`config.mk`:
```
export PLATFORM = sky130hd
export DESIGN_NAME = mem_arbiter
export DESIGN_NICKNAME = d
export VERILOG_FILES = /design/src/rtl/mem_arbiter_pkg.sv /design/src/rtl/mem_arbiter.sv
export SDC_FILE = /design/constraint.sdc
export NUM_CORES = 1
export LEC_CHECK = 0
export ABC_AREA = 1
export BUFFER_PORTS_ARGS = -buffer_cell sky130_fd_sc_hd__buf_4
export CAP_MARGIN = 15
export CORE_AREA = 10 10 278 280
export DETAILED_ROUTE_END_ITERATION = 7
export DIE_AREA = 0 0 288 290
export PLACE_DENSITY = 0.47
export SYNTH_ARGS = -nofsm -noshare
export SYNTH_HDL_FRONTEND = slang
export SYNTH_SLANG_ARGS = --single-unit
```
`constraint.sdc`:
```
create_clock -name clk -period 17.4 [get_ports clk]
set_clock_uncertainty 0.05 [all_clocks]
set_input_delay 3.48 -clock clk [delete_from_list [all_inputs] [get_ports clk]]
set_output_delay 3.48 -clock clk [all_outputs]
set_load 0.05 [all_outputs]
```
`src/rtl/mem_arbiter_pkg.sv`:
```
// Shared types and constants for the I-cache/D-cache main-memory arbiter.
// Holds the FSM state encoding, the grant encoding and the default bus widths.
package mem_arbiter_pkg;

  localparam int DEF_ADDR_W = 28;
  localparam int DEF_DATA_W = 128;

  typedef enum logic [1:0] {
    ST_IDLE    = 2'd0,
    ST_BUSY    = 2'd1,
    ST_RESP    = 2'd2,
    ST_RELEASE = 2'd3
  } state_t;

  localparam logic GNT_I = 1'b0;
  localparam logic GNT_D = 1'b1;

endpackage

```
`src/rtl/mem_arbiter.sv`:
```
// Round-robin arbiter sharing one main-memory port between the I-cache and D-cache.
// One transaction at a time: IDLE -> BUSY -> RESP (ready pulse) -> RELEASE -> IDLE.
module mem_arbiter
  import mem_arbiter_pkg::*;
#(
  parameter int ADDR_W = DEF_ADDR_W,
  parameter int DATA_W = DEF_DATA_W
) (
  input  logic              clk,
  input  logic              rst,
  input  logic              i_mem_read,
  input  logic [ADDR_W-1:0] i_mem_addr,
  output logic [DATA_W-1:0] i_mem_rdata,
  output logic              i_mem_ready,
  input  logic              d_mem_read,
  input  logic              d_mem_write,
  input  logic [ADDR_W-1:0] d_mem_addr,
  input  logic [DATA_W-1:0] d_mem_wdata,
  output logic [DATA_W-1:0] d_mem_rdata,
  output logic              d_mem_ready,
  output logic              mem_read,
  output logic              mem_write,
  output logic [ADDR_W-1:0] mem_addr,
  output logic [DATA_W-1:0] mem_wdata,
  input  logic [DATA_W-1:0] mem_rdata,
  input  logic              mem_ready,
  output state_t            dbg_state,
  output logic              dbg_grant
);

  // Handshake: each cache holds its request until its one-cycle ready pulse;
  // the memory strobe is held until mem_ready, which is honoured only in BUSY.

  state_t state;
  logic   grant;
  logic   last_grant;
  logic   i_req;
  logic   d_req;
  logic   pick;

  function automatic logic rr_pick(input logic i_r, input logic d_r, input logic last);
    if (i_r && d_r) begin
      return ~last;
    end else if (d_r) begin
      return GNT_D;
    end else begin
      return GNT_I;
    end
  endfunction

  assign i_req     = i_mem_read;
  assign d_req     = d_mem_read | d_mem_write;
  assign pick      = rr_pick(i_req, d_req, last_grant);
  assign dbg_state = state;
  assign dbg_grant = grant;

  always_ff @(posedge clk or posedge rst) begin
    if (rst) begin
      state       <= ST_IDLE;
      grant       <= GNT_I;
      last_grant  <= GNT_I;
      mem_read    <= 1'b0;
      mem_write   <= 1'b0;
      mem_addr    <= '0;
      mem_wdata   <= '0;
      i_mem_rdata <= '0;
      d_mem_rdata <= '0;
      i_mem_ready <= 1'b0;
      d_mem_ready <= 1'b0;
    end else begin
      i_mem_ready <= 1'b0;
      d_mem_ready <= 1'b0;
      case (state)
        ST_IDLE: begin
          if (i_req || d_req) begin
            grant      <= pick;
            last_grant <= pick;
            state      <= ST_BUSY;
            if (pick == GNT_D) begin
              // Read+write together is illegal; the write wins.
              mem_addr  <= d_mem_addr;
              mem_wdata <= d_mem_wdata;
              mem_write <= d_mem_write;
              mem_read  <= d_mem_read & ~d_mem_write;
            end else begin
              mem_addr  <= i_mem_addr;
              mem_wdata <= '0;
              mem_write <= 1'b0;
              mem_read  <= 1'b1;
            end
          end
        end
        ST_BUSY: begin
          if (mem_ready) begin
            // Only read completions update the cache's rdata register.
            if (mem_read) begin
              if (grant == GNT_D) begin
                d_mem_rdata <= mem_rdata;
              end else begin
                i_mem_rdata <= mem_rdata;
              end
            end
            if (grant == GNT_D) begin
              d_mem_ready <= 1'b1;
            end else begin
              i_mem_ready <= 1'b1;
            end
            mem_read  <= 1'b0;
            mem_write <= 1'b0;
            state     <= ST_RESP;
          end
        end
        ST_RESP: begin
          state <= ST_RELEASE;
        end
        ST_RELEASE: begin
          state <= ST_IDLE;
        end
        default: begin
          state <= ST_IDLE;
        end
      endcase
    end
  end

endmodule

```
==> flow_summary.toml, run 1 <==
[routing]
drt-vias-per-instance = 4.18
routed_wl_mm = 65.5
antenna_left = 0
drtPass1Iterations = 5
drt_iter0_markers = 824
route.detailed.drc = 0
wire_per_inst_um = 18.8
vias = 14500

[synthesis]
synth_compound_area_frac = 0.0798
synth-seq-cells = 419
synth_largest_area_cell = "dfrtp_1"
synth_top_family_by_area = "simple AND/OR/NAND/NOR gates"
synthArstFlopShare = 1.00
synth-edff-count = 0
syn-instance-count = 1795
synthSimpleGateAreaFrac = 0.198
synth.area.top_cells = "dfrtp_1 (64%), nand2_1 (12%), nand3_1 (4.9%), inv_1 (4.4%), a21oi_1 (4.0%)"
synthesis.area_um2 = 16400
synth_xor_area_frac = 0
ys_seq_area_frac = 0.640
synth_cell_types = 17
synth_mux_area_frac = 0
syn_avg_cell_area_um2 = 9.12
yosysWarnings = 0
ys.flop_type = "dfrtp_1"
synth_top_cell_area_share = 0.640
synth_fp_nets = 2117
yosys.area_share.adder = 0.00306

[clock_tree]
cts_tree = "built"
clk_latency_ns = 0.58
path_clk_slew_ns = 0.06
cts_resized = 0
clock-sinks = 419
hold_buffers = 0
clk_path_buf_depth = 3
numCtsBuffers = 50
cts_setup_buffers = 0
h-tree-depth = 2
clk_root_buffer_cell = "clkbuf_16"

[critical_path]
cp-start-kind = "input port"
worstPathRequired_ns = 17.77
path_class = "in -> reg"
r2r-end = "i_mem_rdata[26]$_DFFE_PP0P_"
endpoint_kind = "flip-flop"
reg2reg_depth = 6
path_max_fanout = 120
r2r_slack_ns = 14.13
reg2reg_from = "dbg_state[1]$_DFFE_PP0P_"
cp_data_arrival_time_ns = 5.88

[global_route]
gr-total-overflow = 0
grt_pass1_wl_mm = 97.3
grt_max_degree = 121
grt_pass1_vias = 15100
grtUsageTotal = 0.150
antenna_found_initial = 11

[timing]
setup_viol = 0
hold_violations = 0
whs_ns = 0.419
tightest_slew_ns = 1.09
relSlewSlack = 0.270
period_minus_slack_ns = 5.52
timing.final.ws_setup_ns = 11.88
fmaxAchievable_mhz = 181
final_max_slew_viol_count = 0
fin_crit_sh = 0.317
rsz0062_at_grt = "no"
finalSetupTns_ns = 0

[power_and_ir_drop]
combPwrFrac = 0.541
p_int_mw = 3.00
p_sw_frac = 0.511
vdd_drop_max_v = 0.000134
pwr-share-seq = 0.277
pwr-share-clk = 0.181
power_mw = 6.12
p_switching_mw = 3.13
total_leakage_power_nw = 13.2
power_density_nw_per_um2 = 250

[floorplan]
dieHeight_um = 290
floorplan.initialDensity = 0.229
core_area_um2 = 71400
ioPinCount = 737
die_area_um2 = 83500
die_x_um = 288
num_rows = 98

[cells_and_area]
nNetsFinal = 2811
final_core_util = 0.342
syn2layout_area_growth_pct = 49.2
drive_gt1_frac = 0.333

[placed_design]
dp_slack_ns = 11.25
place_hpwl_mm = 49.5
io_buffers = 736
gp_congestion = 0.801

[status]
status = "finished, final reports clean"

[job]
drv_cap = 0

[worst_hold_path]
holdCritStartpoint = "mem_wdata[20]$_DFFE_PP0P_"
whs_path_depth = 2
hold_end = "mem_wdata[20]$_DFFE_PP0P_"
min_path_type = "reg -> reg"
[worst max-delay path by stage]
stage | slack, ns | startpoint | depth (start not counted) | to
floorplan | 2.21 | rst | 1 | d_mem_rdata[0]$_DFFE_PP0P_
global placement | 11.31 | mem_ready | 5 | i_mem_rdata[6]$_DFFE_PP0P_
detailed placement | 11.25 | mem_ready | 5 | i_mem_rdata[26]$_DFFE_PP0P_
CTS | 11.90 | mem_ready | 5 | i_mem_rdata[26]$_DFFE_PP0P_
global route | 11.67 | mem_ready | 6 | i_mem_rdata[14]$_DFFE_PP0P_
finish | 11.88 | mem_ready | 5 | i_mem_rdata[26]$_DFFE_PP0P_
[critical path, cell delays in order]
cell and delay [ns]:
buf_4 0.12, nand4_1 0.62, buf_4 0.47, buf_4 0.87, o21ai_0 0.21
[flip-flops by register name (all words and copies together), names as in the netlist]
name         count
d_mem_rdata    128
i_mem_ready      1
last_grant       1
mem_addr        28
mem_read         1
mem_write        1
d_mem_ready      1
i_mem_rdata    128
mem_wdata      128
dbg_state        2
[metrics by stage]
| stage | instance area, µm² | instances |
|---|---|---|
| floorplan | 16400 | 1795 |
| global placement | 22700 | 3387 |
| detailed placement | 22700 | 3387 |
| CTS | 24400 | 3474 |
| global route | 24400 | 3476 |
| finish | 24400 | 3476 |
[layout by cell type, fill, tap and decap left out, types with 3 or more instances in the layout]
| master | count |
|---|---|
| o21ai_0 | 130 |
| nand4_1 | 3 |
| nand2_1 | 511 |
| buf_4 | 752 |
| nor2_1 | 132 |
| clkbuf_1 | 6 |
| a21oi_1 | 129 |
| bufinv_16 | 7 |
| clkinv_2 | 8 |
| dfrtp_1 | 419 |
| clkbuf_16 | 51 |
| clkbuf_8 | 12 |
| ha_1 | 3 |
| nand3_1 | 159 |
| inv_1 | 191 |
[cell type report]
class	instances	area [µm²]
timing repair buffer	752	5650
tap	950	1190
sequential	419	10500
multi-input combinational	1072	4620
clock buffer	69	1460
antenna	2	5.00
inverter	194	741
fill	7509	46900
clock inverter	18	290
[metal layers]
metal  wire, µm  GRT usage  share of wire  vias to the layer above
met3       7900     0.0727           0.12                      108
met5        115          0         0.0018                        -
li1           -          -              -                     6975
met2      31600      0.254           0.48                      591
met1      24200      0.163           0.37                     6838
met4       1690     0.0449          0.026                       18
[power by group through the flow]
stage	clock network [mW]	registers, mW	logic, mW
3_5_place_dp	0	1.71	3.37
2_1_floorplan	0	3.25	0.629
4_1_cts	1.15	1.70	3.37
5_1_grt	1.18	1.76	3.52
3_3_place_gp	0	1.70	3.34
6_report	1.11	1.70	3.31
[Yosys cell counts, types with 3 or more instances]
library cell / number
nand4_1: 3
nand2_1: 511
buf_2: 55
nand3_1: 159
buf_4: 3
buf_1: 7
o21ai_0: 130
dfrtp_1: 419
ha_1: 4
inv_1: 194
buf_6: 10
clkbuf_1: 35
a21oi_1: 130
nor2_1: 132
[cell families (layout without fill, tap and decap cells)]
family | count (synthesis) | count (layout)
simple gates | 807 | 807
flops | 419 | 419
buf+inv | 304 | 1033
compound gates | 261 | 261
fa+ha+maj | 4 | 4
other cells | 0 | 2
No activity file was read; power rests on OpenSTA's default activity.
==> run 2, diff against run 1 <==
--- a/config.mk
+++ b/config.mk
@@ -5,12 +5,12 @@
 export SDC_FILE = /design/constraint.sdc
 export NUM_CORES = 1
 export LEC_CHECK = 0
-export ABC_AREA = 1
+export ABC_AREA = 0
 export BUFFER_PORTS_ARGS = -buffer_cell sky130_fd_sc_hd__buf_4
 export CAP_MARGIN = 15
-export CORE_AREA = 10 10 278 280
+export CORE_AREA = 10 10 281 283
 export DETAILED_ROUTE_END_ITERATION = 7
-export DIE_AREA = 0 0 288 290
+export DIE_AREA = 0 0 291 293
 export PLACE_DENSITY = 0.47
 export SYNTH_ARGS = -nofsm -noshare
 export SYNTH_HDL_FRONTEND = slang
==> constraint.sdc (replaced) <==
create_clock -name clk -period 4.7 [get_ports clk]
set_clock_uncertainty 0.05 [all_clocks]
set_input_delay 0.94 -clock clk [delete_from_list [all_inputs] [get_ports clk]]
set_output_delay 0.94 -clock clk [all_outputs]
set_load 0.05 [all_outputs]
==> flow_summary.toml, run 2 <==
[clock_tree]
numCtsBuffers = 46
clk_root_buffer_cell = "clkbuf_16"
clk_latency_ns = 0.55
path_clk_slew_ns = 0.06
hold_buffers = 0
cts_resized = 0
h-tree-depth = 2
clk_path_buf_depth = 3
cts_setup_buffers = 0
cts_tree = "built"
clock-sinks = 419

[global_route]
antenna_found_initial = 2
grt_max_degree = 123
grt_pass1_vias = 12500
grt_pass1_wl_mm = 84.6
gr-total-overflow = 0
grtUsageTotal = 0.128

[timing]
fmaxAchievable_mhz = 386
relSlewSlack = 0.436
period_minus_slack_ns = 2.59
timing.final.ws_setup_ns = 2.11
whs_ns = 0.431
tightest_slew_ns = 0.845
setup_viol = 0
final_max_slew_viol_count = 0
fin_crit_sh = 0.551
hold_violations = 0
rsz0062_at_grt = "no"

[floorplan]
die_x_um = 291
core_area_um2 = 73600
num_rows = 100
dieHeight_um = 293
floorplan.initialDensity = 0.221
ioPinCount = 737
die_area_um2 = 85300

[placed_design]
dpl_cell_area_um2 = 22800
io_buffers = 736
place_hpwl_mm = 44.2
dp_slack_ns = 1.82
gp_congestion = 0.752

[critical_path]
r2r-end = "d_mem_rdata[111]$_DFFE_PP0P_"
r2r_slack_ns = 2.11
reg2reg_from = "dbg_state[1]$_DFFE_PP0P_"
path_max_fanout = 48
path_class = "reg -> reg"
cp-start-kind = "flip-flop"
worstPathRequired_ns = 5.10
reg2reg_depth = 6
cp_data_arrival_time_ns = 2.99
endpoint_kind = "flip-flop"

[cells_and_area]
seq_area_um2 = 10500
fill_cells = 7401
nNetsFinal = 2052
final_cell_mix = "buf_4 (753), dfrtp_1 (419), mux2_4 (130)"
syn2layout_area_growth_pct = 50.3
reg_top3 = "d_mem_rdata (128), i_mem_rdata (128), mem_wdata (128)"
final_core_util = 0.332
finalInstanceArea_um2 = 24400
drive_gt1_frac = 0.622
multi_input_area_um2 = 5260
final_common_cell = "buf_4"

[routing]
routed_wl_mm = 57.5
vias = 11200
wire_per_inst_um = 21.0
drtPass1Iterations = 4
route.detailed.drc = 0
antenna_left = 0
drt-vias-per-instance = 4.11
drt_iter0_markers = 457

[synthesis]
ys_top_cells_by_count = "dfrtp_1 (419), mux2_4 (130), a22o_1 (128), mux2_2 (126), nand2_1 (31)"
syn_avg_cell_area_um2 = 16.5
synth-edff-count = 0
ys.flop_type = "dfrtp_1"
yosysWarnings = 0
synthesis.area_um2 = 16200
synth_largest_area_cell = "dfrtp_1"
syn-instance-count = 985
ys_seq_area_frac = 0.646
synth_cell_types = 28
synth_fp_nets = 1307
synthMostInstantiatedCell = "dfrtp_1"
synth-seq-cells = 419
synth_top_cell_area_share = 0.646
synthArstFlopShare = 1.00
synth.area.top_cells = "dfrtp_1 (65%), mux2_4 (12%), mux2_2 (8.7%), a22o_1 (6.9%), buf_6 (2.1%)"

[power_and_ir_drop]
total_leakage_power_nw = 12.7
vdd_drop_max_v = 0.000432
power_density_nw_per_um2 = 869

[worst_hold_path]
min_path_type = "reg -> reg"
whs_path_depth = 2
hold_end = "mem_addr[10]$_DFFE_PP0P_"
holdCritStartpoint = "mem_addr[10]$_DFFE_PP0P_"

[status]
status = "finished, final reports clean"

[job]
drv_cap = 0
run 2: changes by cell type after synthesis, moves of 129 or more:
| cell | delta |
|---|---|
| nand2_1 | -480 |
| nor2_1 | -129 |
| nand3_1 | -157 |
| a21oi_1 | -129 |
| inv_1 | -189 |
| mux2_4 | +130 |
run 2: stage by stage:
stage	cells	power, mW	TNS (ns)
2_1_floorplan	985	13.8	-813.50
3_3_place_gp	2651	17.6	0
3_5_place_dp	2651	17.7	0
4_1_cts	2733	21.5	0
5_1_grt	2734	22.2	0
6_report	2734	21.2	0
run 2: power by group:
part / switching [mW] / internal, mW / total, mW
sequential: 0.959 / 5.16 / 6.12
combinational: 7.59 / 3.78 / 11.4
clock: 1.49 / 2.22 / 3.71
run 2: layer usage:
metal | global-route usage | wire [µm] | vias up
met2 | 0.223 | 29100 | 470
met3 | 0.0461 | 4690 | 75
met1 | 0.145 | 22300 | 5636
met4 | 0.0382 | 1430 | 0
li1 | - | - | 5048
met5 | 0 | 0 | -
run 2: how the worst max path moves through the flow:
stage / cells after the start / end / startpoint / slack (ns)
2_1_floorplan: 1 / d_mem_rdata[0]$_DFFE_PP0P_ / rst / -1.94
3_3_place_gp: 5 / d_mem_rdata[103]$_DFFE_PP0P_ / mem_ready / 1.85
3_5_place_dp: 6 / mem_wdata[66]$_DFFE_PP0P_ / i_mem_read / 1.82
4_1_cts: 6 / d_mem_rdata[49]$_DFFE_PP0P_ / dbg_state[1]$_DFFE_PP0P_ / 2.08
5_1_grt: 6 / d_mem_rdata[111]$_DFFE_PP0P_ / dbg_state[1]$_DFFE_PP0P_ / 1.97
6_report: 6 / d_mem_rdata[111]$_DFFE_PP0P_ / dbg_state[1]$_DFFE_PP0P_ / 2.11
run 2: cell type report:
type | instances | share of cell area
Multi-Input combinational cell | 495 | 0.216
Inverter | 5 | 0.000923
Clock inverter | 11 | 0.00641
Timing Repair Buffer | 763 | 0.240
Clock buffer | 71 | 0.0576
Sequential cell | 419 | 0.430
Antenna cell | 1 | 0.000103
Tap cell | 969 | 0.0497
run 2: kinds of logic after synthesis:
| family | synth area share |
|---|---|
| flip-flops | 0.646 |
| adder cells (fa/ha/maj) | 0.00308 |
| AO/OA/AOI/OAI | 0.0819 |
| multiplexers | 0.226 |
| AND/OR/NAND/NOR | 0.0105 |
| buffers and inverters | 0.0328 |
run 2: worst max-delay path, stage by stage (launching register included):
cell	delay [ns]
dfrtp_1	0.39
inv_1	0.10
ha_1	0.27
and3_1	0.26
nand2_4	0.60
buf_12	0.34
mux2_2	0.37
==> run 3, diff against run 2 <==
--- a/config.mk
+++ b/config.mk
@@ -5,12 +5,12 @@
 export SDC_FILE = /design/constraint.sdc
 export NUM_CORES = 1
 export LEC_CHECK = 0
-export ABC_AREA = 0
+export ABC_AREA = 1
 export BUFFER_PORTS_ARGS = -buffer_cell sky130_fd_sc_hd__buf_4
 export CAP_MARGIN = 15
-export CORE_AREA = 10 10 281 283
+export CORE_AREA = 10 10 278 280
 export DETAILED_ROUTE_END_ITERATION = 7
-export DIE_AREA = 0 0 291 293
+export DIE_AREA = 0 0 288 290
 export PLACE_DENSITY = 0.47
 export SYNTH_ARGS = -nofsm -noshare
 export SYNTH_HDL_FRONTEND = slang
==> constraint.sdc (replaced) <==
create_clock -name clk -period 2.5 [get_ports clk]
set_clock_uncertainty 0.05 [all_clocks]
set_input_delay 0.5 -clock clk [delete_from_list [all_inputs] [get_ports clk]]
set_output_delay 0.5 -clock clk [all_outputs]
set_load 0.05 [all_outputs]
==> flow_summary.toml, run 3 (synthesis gave the netlist of run 1 again) <==
[timing]
rsz0062_at_grt = "no"
timing.final.ws_setup_ns = 0.349
fin_crit_sh = 0.860
hold_violations = 0
setup_viol = 0
tightest_slew_ns = 0.725
period_minus_slack_ns = 2.15
final_max_slew_viol_count = 0
relSlewSlack = 0.517
fmaxAchievable_mhz = 465
finalSetupTns_ns = 0
whs_ns = 0.100

[placed_design]
io_buffers = 736
dp_cells = 3418
place_hpwl_mm = 54.8
dp_slack_ns = 0.312
gp_congestion = 0.828
dpl_cell_area_um2 = 23200

[floorplan]
die_x_um = 288
floorplan.initialDensity = 0.229
dieHeight_um = 290
num_rows = 98
ioPinCount = 737
die_area_um2 = 83500
core_area_um2 = 71400

[critical_path]
cp-start-kind = "flip-flop"
crit_buf_inv = 2
crit_chain = "inv_1 -> ha_1 -> nand4_1 -> buf_4 -> o21ai_0"
endpoint_kind = "flip-flop"
crit_family = "buffers and inverters"
path_max_fanout = 68
cp_data_arrival_time_ns = 2.51
path_class = "reg -> reg"
slowest_delay_ns = 0.61
worstPathRequired_ns = 2.86
cp_slowest_cell = "buf_4"

[routing]
drt-vias-per-instance = 4.20
drtPass1Iterations = 5
routed_wl_mm = 68.9
route.detailed.drc = 0
antenna_left = 0
drt_iter0_markers = 856
vias = 14700
wire_per_inst_um = 19.7

[power_and_ir_drop]
p_int_mw = 20.4
vdd_drop_max_v = 0.000839
pwr-share-seq = 0.281
combPwrFrac = 0.556
p_sw_frac = 0.519
total_leakage_power_nw = 13.4
p_switching_mw = 22.0
pwr-share-clk = 0.164
power_mw = 42.3
power_density_nw_per_um2 = 1710

[global_route]
antenna_found_initial = 7
grt_max_degree = 94
gr-total-overflow = 0
grtUsageTotal = 0.158
grt_pass1_vias = 15400
grt_pass1_wl_mm = 101

[job]
drv_cap = 0

[status]
status = "finished, final reports clean"

[clock_tree]
clk_root_buffer_cell = "clkbuf_16"
cts_setup_buffers = 0
cts_tree = "built"
clk_path_buf_depth = 3
path_clk_slew_ns = 0.06
h-tree-depth = 2
clock-sinks = 419
clk_latency_ns = 0.58
numCtsBuffers = 49

[cells_and_area]
drive_gt1_frac = 0.337
antennaDiodeCount = 0
syn2layout_area_growth_pct = 50.9
final_cell_mix = "buf_4 (763), nand2_1 (511), dfrtp_1 (419)"
reg_top3 = "d_mem_rdata (128), i_mem_rdata (128), mem_wdata (128)"
final_core_util = 0.346
final_common_cell = "buf_4"
nNetsFinal = 2842
finalInstanceArea_um2 = 24700
finalNonFillerCells = 3504

[worst_hold_path]
min_path_type = "in -> reg"
run 3: cell count changes in the layout (fill, tap and decap cells not counted), sizes merged, moves of 128 or more:
| cell | change |
|---|---|
| a21oi | +129 |
| a22o | -128 |
| inv | +189 |
| mux2 | -257 |
| nand2 | +480 |
| nand3 | +157 |
| nor2 | +130 |
run 3: per-layer routing:
| layer | up-vias | routed length, µm | global-route usage | part of all wire |
|---|---|---|---|---|
| met2 | 568 | 32700 | 0.264 | 0.47 |
| met4 | 14 | 1830 | 0.0437 | 0.027 |
| li1 | 7046 | - | - | - |
| met5 | - | 100 | 0 | 0.0015 |
| met3 | 102 | 7400 | 0.0670 | 0.11 |
| met1 | 6991 | 26900 | 0.181 | 0.39 |
run 3: repair_timing:
action	in CTS	in global routing
endpoints found under the hold margin	45	0
gates resized for setup	0	0
setup endpoints to repair	0	0
hold buffers	1	0
run 3: layout make-up:
type	instances	area [µm²]
clock buffers	73	1430
clock inverters	12	118
fillers	7479	46600
inverters	194	737
multi-input cells	1072	4620
flip-flops and latches	419	10500
well taps	950	1190
repair buffers	784	6140
run 3: worst paths after layout:
kind | slack, ns | to | cells after the start | from
max | 0.35 | i_mem_rdata[79]$_DFFE_PP0P_ | 5 | dbg_state[1]$_DFFE_PP0P_
min | 0.10 | mem_wdata[32]$_DFFE_PP0P_ | 3 | d_mem_wdata[32]
max reg2reg | 0.35 | i_mem_rdata[79]$_DFFE_PP0P_ | 5 | dbg_state[1]$_DFFE_PP0P_
min reg2reg | 0.42 | mem_wdata[73]$_DFFE_PP0P_ | 2 | mem_wdata[73]$_DFFE_PP0P_
max in group asynchronous | 1.12 | d_mem_rdata[85]$_DFFE_PP0P_ | 5 | rst
min in group asynchronous | 0.51 | d_mem_rdata[93]$_DFFE_PP0P_ | 4 | rst
run 3: power groups by stage:
stage          combinational (mW)  clock, mW  sequential (mW)
3_5_place_dp                 23.9          0             12.0
4_1_cts                      23.9       7.19             11.9
6_report                     23.5       6.94             11.9
2_1_floorplan                4.38          0             22.6
3_3_place_gp                 23.8          0             11.9
5_1_grt                      25.0       7.46             12.3
run 3: tightest hold or removal path, cell delays in order:
cell and delay (ns):
buf_4 0.07, nand3_1 0.06, nand2_1 0.06
